**config.mk**
```make
export PLATFORM = sky130hd
export DESIGN_NAME = bist_ora
export DESIGN_NICKNAME = d
export VERILOG_FILES = /design/src/rtl/bist_pkg.sv /design/src/rtl/bist_ora_misr.sv /design/src/rtl/bist_ora.sv
export SDC_FILE = /design/constraint.sdc
export NUM_CORES = 1
export LEC_CHECK = 0
export ABC_AREA = 1
export BUFFER_PORTS_ARGS = -buffer_cell sky130_fd_sc_hd__buf_2
export CAP_MARGIN = 5
export CORE_ASPECT_RATIO = 1.75
export CORE_MARGIN = 2
export CORE_UTILIZATION = 25
export CTS_CLUSTER_DIAMETER = 120
export DETAILED_ROUTE_END_ITERATION = 8
export PLACE_DENSITY = 0.5
export SYNTH_ARGS = -nofsm -noshare
export SYNTH_HDL_FRONTEND = slang
export SYNTH_HIERARCHICAL = 1
export SYNTH_SLANG_ARGS = --single-unit
```
**constraint.sdc**
```tcl
create_clock -name clk -period 3.7 [get_ports clk]
set_clock_uncertainty 0.05 [all_clocks]
set_input_delay 0.555 -clock clk [delete_from_list [all_inputs] [get_ports clk]]
set_output_delay 0.555 -clock clk [all_outputs]
set_load 0.01 [all_outputs]
```
**src/rtl/bist_pkg.sv**
```systemverilog
// Shared BIST definitions: ORA state encoding and default signature settings.
package bist_pkg;

    // CUT response width, shared with the pattern generator and CUT wrapper
    localparam int RESP_W = 2;

    // Default MISR configuration for the full-adder BIST loop
    localparam int         DEF_SIG_W  = 8;
    localparam logic [7:0] DEF_POLY   = 8'h1D;  // x^8+x^4+x^3+x^2+1, MSB implicit
    localparam logic [7:0] DEF_SEED   = 8'h00;
    localparam logic [7:0] DEF_GOLDEN = 8'h47;

    typedef enum logic [1:0] {
        IDLE,
        COMPACT,
        COMPARE,
        DONE
    } state_t;

endpackage

```
**src/rtl/bist_ora_misr.sv**
```systemverilog
// Multiple-input signature register: Galois-style shift with XOR feedback,
// folding one zero-extended response word in per enabled cycle.
module misr
    import bist_pkg::*;
#(
    parameter int               SIG_W   = DEF_SIG_W,
    parameter logic [SIG_W-1:0] POLY    = DEF_POLY,
    parameter logic [SIG_W-1:0] RST_VAL = DEF_SEED
) (
    input  logic             clk,
    input  logic             rst_n,
    input  logic             load,
    input  logic [SIG_W-1:0] seed,
    input  logic             en,
    input  logic [SIG_W-1:0] din,
    output logic [SIG_W-1:0] sig
);

    // Load takes priority over compaction so a restart always begins clean
    always_ff @(posedge clk or negedge rst_n) begin
        if (!rst_n) begin
            sig <= RST_VAL;
        end else if (load) begin
            sig <= seed;
        end else if (en) begin
            sig <= {sig[SIG_W-2:0], 1'b0} ^ (sig[SIG_W-1] ? POLY : '0) ^ din;
        end
    end

endmodule

```
**src/rtl/bist_ora.sv**
```systemverilog
// BIST output response analyzer: compacts NUM_PATTERNS CUT responses into a
// MISR, compares against GOLDEN and reports pass/fail to the controller.
module bist_ora #(
    parameter int               RESP_W       = bist_pkg::RESP_W,
    parameter int               SIG_W        = bist_pkg::DEF_SIG_W,
    parameter int               NUM_PATTERNS = 8,
    parameter logic [SIG_W-1:0] POLY         = bist_pkg::DEF_POLY,
    parameter logic [SIG_W-1:0] SEED         = bist_pkg::DEF_SEED,
    parameter logic [SIG_W-1:0] GOLDEN       = bist_pkg::DEF_GOLDEN,
    localparam int              CNT_W        = $clog2(NUM_PATTERNS + 1)
) (
    input  logic              clk,
    input  logic              rst_n,
    input  logic              start,
    input  logic              resp_valid,
    input  logic [RESP_W-1:0] resp,
    output logic              busy,
    output logic              done,
    output logic              pass,
    output logic [SIG_W-1:0]  signature,
    output logic [CNT_W-1:0]  count
);

    import bist_pkg::*;

    localparam logic [CNT_W-1:0] LAST = CNT_W'(NUM_PATTERNS - 1);

    state_t state, state_nxt;
    logic   load;    // (re)start a run: seed MISR, clear count and pass
    logic   accept;  // valid response taken into the MISR this cycle

    // State register
    always_ff @(posedge clk or negedge rst_n) begin
        if (!rst_n) state <= IDLE;
        else        state <= state_nxt;
    end

    // Next state; start is honoured only when no run is in flight
    always_comb begin
        state_nxt = state;
        load      = 1'b0;
        accept    = 1'b0;
        case (state)
            IDLE, DONE: begin
                if (start) begin
                    load      = 1'b1;
                    state_nxt = COMPACT;
                end
            end
            COMPACT: begin
                if (resp_valid) begin
                    accept = 1'b1;
                    if (count == LAST) state_nxt = COMPARE;
                end
            end
            COMPARE: state_nxt = DONE;
            default: state_nxt = IDLE;
        endcase
    end

    // Accepted-response counter; stops at NUM_PATTERNS since COMPACT exits on the last beat
    always_ff @(posedge clk or negedge rst_n) begin
        if (!rst_n)      count <= '0;
        else if (load)   count <= '0;
        else if (accept) count <= count + CNT_W'(1);
    end

    // Verdict captured once in COMPARE, held through DONE
    always_ff @(posedge clk or negedge rst_n) begin
        if (!rst_n)                 pass <= 1'b0;
        else if (load)              pass <= 1'b0;
        else if (state == COMPARE)  pass <= (signature == GOLDEN);
    end

    assign busy = (state == COMPACT) || (state == COMPARE);
    assign done = (state == DONE);

    misr #(
        .SIG_W   (SIG_W),
        .POLY    (POLY),
        .RST_VAL (SEED)
    ) u_misr (
        .clk   (clk),
        .rst_n (rst_n),
        .load  (load),
        .seed  (SEED),
        .en    (accept),
        .din   (SIG_W'(resp)),
        .sig   (signature)
    );

endmodule

```
# Word level (Yosys, flattened, before mapping)
# Cells that the tools add are included.
[totals]
register_bits = 15
latchBits = 0
ram_bits = 0
rom_bits = 0
input_bits = 6
output_inout_bits = 15
elab_cells = 36
memories = 0
[classes]
add_sub_neg = 1
mul = 0
div = 0
order_cmp = 0
eq_ne = 8
shifts = 0
mux = 15
n_bitwise = 2
reduce_logical = 6
[op_table]
columns = ["cell", "n"]
rows = [
  ["$mux 8", 2],
  ["$eq 8x7->1 const B", 1],
  ["$mux 4", 2],
  ["$xor 8x2->8", 1],
  ["$xor 8x8->8", 1],
  ["$mux 1", 6],
  ["$mux 2", 3],
  ["$ne 2x2->1 const B", 3],
  ["$pmux 2 s3", 1],
  ["$mux 5", 1],
  ["$add 4x1->4 const B", 1],
  ["$eq 2x2->1 const B", 2],
  ["$eq 4x3->1 const B", 1],
  ["$reduce_bool 2->1", 2],
  ["$reduce_and 3->1", 1],
  ["$eq 2x1->1 const B", 1],
  ["$logic_not 2->1", 1],
  ["$reduce_or 2->1", 1],
  ["$logic_or 1x1->1", 1],
]

# Logic depth before layout (Yosys ltp)
[logic_depth]
word_depth = 5
depth_mapped = 8
ltp_nobuf = 8

# Cells and area by module
# The synthesis kept the hierarchy.
[modules_own_cells]
columns = ["mod", "n_inst", "cells_each", "area_per_inst_um2", "seq_area_each_um2"]
rows = [
  ["misr", 1, 59, 485.5, 200.2],
  ["bist_ora", 1, 63, 441.7, 175.2],
]

# Least setup slack after synthesis
# OpenSTA, ideal clock, no wires.
[synth_path]
kind = "register to register"
from = "reg state[0]"
to = "reg u_misr.sig[7]"
setup_ps = 76
t_arrival_ps = 1396
required_ps = 3574
setup_slack_ps = 2178
path_stages_with_launch = 9
n_path_buf = 1
period_less_slack_ps = 1522
cell_sequence = "dfrtp_1 > inv_1 > ha_1 > nand2_1 > inv_1 > buf_6 > nor2_4 > a22oi_1 > o21ai_1"
[synth_via]
elab_chain_len = 4
elab_cells_between_ends = 8
classes_between = "2 x eq/ne; 3 x mux; 3 x reduce/logical"
[synth_rtl]
columns = ["element", "line_no", "text"]
rows = [
  ["from (decl)", "bist_ora.sv:28", "state_t state, state_nxt;"],
  ["from (signal assigned)", "bist_ora.sv:35", "else state <= state_nxt;"],
  ["$eq 2x2->1 or $logic_not 2->1 (tied branches)", "bist_ora.sv:43", "case (state)"],
  ["$reduce_or 2->1 (*)", "bist_ora.sv:43", ""],
  ["$mux 1 (*)", "bist_ora.sv:43", ""],
  ["net load", "bist_ora.sv:29", "logic load;"],
  ["$mux 8 or $reduce_bool 2->1 (tied branches)", "--", ""],
  ["to (signal assigned)", "bist_ora_misr.sv:26", "sig <= {sig[SIG_W-2:0], 1'b0} ^ (sig[SIG_W-1] ? POLY : '0) ^ din;"],
  ["to (decl)", "bist_ora_misr.sv:16", "output logic [SIG_W-1:0] sig"],
]
# Mark *: on every way through the listed nets, which the timed path passes. The rest lies on a longest branch.
# A chain may end at the register's enable or synchronous reset.

# Final worst setup path
[layout_path]
from = "reg state[0]"
to = "reg u_misr.sig[0]"
# Same word-level chain as after synthesis.

==> metrics.cfg <==
[worst_setup_path]
r2r_end = u_misr/sig[0]$_DFFE_PN0P_
cp-start-kind = flop
worstSetupPathType = flop to flop
worstRegToRegCells = 7
cp_max_fo = 10
critPathLaunch = state[0]$_DFFE_PN0P_
reg2reg_slack_ns = 1.85
worst_ep_required_time_ns = 3.78
crit_end = u_misr/sig[0]$_DFFE_PN0P_
worst_r2r_startpoint = state[0]$_DFFE_PN0P_
cp-end-kind = flop
arrival_ns = 1.93

[global_route]
grt_pass1_wl_um = 3877
grt_pass1_vias = 882
grt_use_met2_pct = 20.45
top_usage_layer = met2
grt_max_degree = 16
gr-usage-all-layers_pct = 11.78
grt-ovfl-total = 0
use_met3_pct = 1.957
antenna_found_initial = 0
gr-usage-met1_pct = 13.73

[finish]
drive_gt1_share_pct = 21.12
syn2layout_area_growth_pct = 27.13
fin_cells = 207
n_antenna_cell = 0
fillers = 380
regArea_um2 = 375.4
multi_input_area_um2 = 521.8
stdcell_area_um2 = 1179
fin_nets = 172

[synth]
syn_avg_cell_area_um2 = 7.600
syn_area_um2 = 927.1
synthDistinctLibCells = 17
synth_warnings = 6
netlist_instances = 122
synth_seq_area_share_pct = 40.49
yosys_register_bits = 15

[floorplanning]
core_um2 = 3592
ios = 21
die_width_um = 50.04
die_h_um = 84.56
fp.dieArea_um2 = 4231
start_util_pct = 25.81
fp-row-count = 29

[clocking]
clk_latency_ns = 0.25
root_buffer = clkbuf_8
cts_hold_buf = 0
cts_max_level = 1
path_clk_slew_ns = 0.06
post_cts_resized = 0
cts_tree = done
cts.sinks = 15
post_cts_buffers = 0
cts_max_path_buffers = 2
cts_made_buffers = 3

[drt]
firstDrtPassIters = 4
routedWlPerCell_um = 10.14
via_per_inst = 4.300
num_vias = 890
wirelength_um = 2099
first_iter_violations = 17
drc = 0
ant_nets = 0

[place]
io_buffer_count = 20
dp_slack_ns = 1.832
place_congestion = 0.7694
dp_hpwl_um = 1659
place_area_um2 = 1134
place_inst = 203

[run_status]
status = finished clean

[timing]
fin_crit_ns = 1.849
tns_ns = 0
clock.fmax_ghz = 0.5410
worst_slack_ns = 1.851
hold_viol_final = 0
rsz0062_at_grt = no
setup_viol = 0
period_share_pct = 49.96
drv_slew = 0

[min_path]
hold_path.class = input pin to asynchronous set/reset pin

[power]
ir_drop_mv = 0.3965
finalPower_w = 0.0009806
power_density_nw_per_um2 = 832.0
power.leakage_nw = 0.6500

[run]
drv_cap = 0

==> area by class of cell <==
cell class | count | area share (%)
Sequential cell | 15 | 31.85
Timing Repair Buffer | 20 | 8.493
Inverter | 21 | 6.688
Clock buffer | 4 | 3.822
Tap cell | 46 | 4.883
Multi-Input combinational cell | 101 | 44.27
==> power by group <==
part,switching [W],internal (W)
combinational,0.000301,0.000213
sequential,0.0000928,0.000238
clock,0.0000589,0.0000763
total,0.000453,0.000528
==> routing by layer <==
metal / up-vias / wire, um
met5: - / 0
met4: 0 / 48
met3: 5 / 84
met2: 24 / 1116
met1: 414 / 849
li1: 447 / -
==> worst min-delay path by stage <==
| stage | from | to | cells after the start |
|---|---|---|---|
| 6_report | rst_n | state[1]$_DFFE_PN0P_ | 1 |
| 5_1_grt | rst_n | u_misr/sig[6]$_DFFE_PN0P_ | 1 |
| 4_1_cts | rst_n | count[2]$_DFFE_PN0P_ | 1 |
| 3_5_place_dp | rst_n | state[1]$_DFFE_PN0P_ | 1 |
| 3_3_place_gp | rst_n | state[1]$_DFFE_PN0P_ | 1 |
| 2_1_floorplan | rst_n | count[0]$_DFFE_PN0P_ | 0 |
==> cells in the mapped netlist <==
cell type / count / area share [%]
a21oi_1: 4 / 2.2
a22oi_1: 8 / 6.5
buf_6: 1 / 1.2
conb_1: 1 / 0.40
dfrtp_1: 15 / 40
ha_1: 4 / 5.4
inv_1: 16 / 6.5
inv_2: 5 / 2.0
nand2_1: 35 / 14
nand2_2: 3 / 2.0
nand3_1: 10 / 5.4
nor2_1: 6 / 2.4
nor2_4: 2 / 2.4
o21ai_0: 1 / 0.54
o21ai_1: 5 / 2.7
or2_4: 1 / 0.94
xnor2_1: 5 / 4.7
==> state kept, by name (all words and copies together), names as in the netlist <==
register and count:
pass 1, state 2, u_misr/sig 8, count 4
==> layout by cell type (no fill, tap or decap), drive strengths merged <==
master | synthesis | layout
nand2 | 38 | 38
inv | 21 | 21
buf | 1 | 20
conb | 1 | 17
dfrtp | 15 | 15
nand3 | 10 | 10
a22oi | 8 | 8
nor2 | 8 | 8
o21ai | 6 | 6
xnor2 | 5 | 5
a21oi | 4 | 4
ha | 4 | 4
clkbuf | 0 | 4
or2 | 1 | 1
==> worst max-delay path, stage by stage, from the launching register on <==
cell     delay (ns)
dfrtp_1        0.39
inv_1          0.06
ha_1           0.30
nand2_1        0.17
inv_1          0.36
nor2_4         0.12
a22oi_1        0.19
o21ai_1        0.09
==> stage by stage <==
stage | hold WS, ns | utilization (%)
CTS | 0.1693 | 32.81
detailed placement | 0.4398 | 31.56
global placement | 0.4333 | 31.56
global route | 0.1767 | 32.81
finish | 0.1569 | 32.81
floorplan | 0.2094 | -
==> cell families after synthesis <==
family          count (synthesis)  synth area share [%]
buf+inv                        22                 9.717
flops                          15                 40.49
other cells                     1                0.4045
fa+ha+maj                       4                 5.398
simple gates                   57                 27.40
compound gates                 18                 11.88
xor+xnor                        5                 4.723
Power figures use the tool's default switching activity.
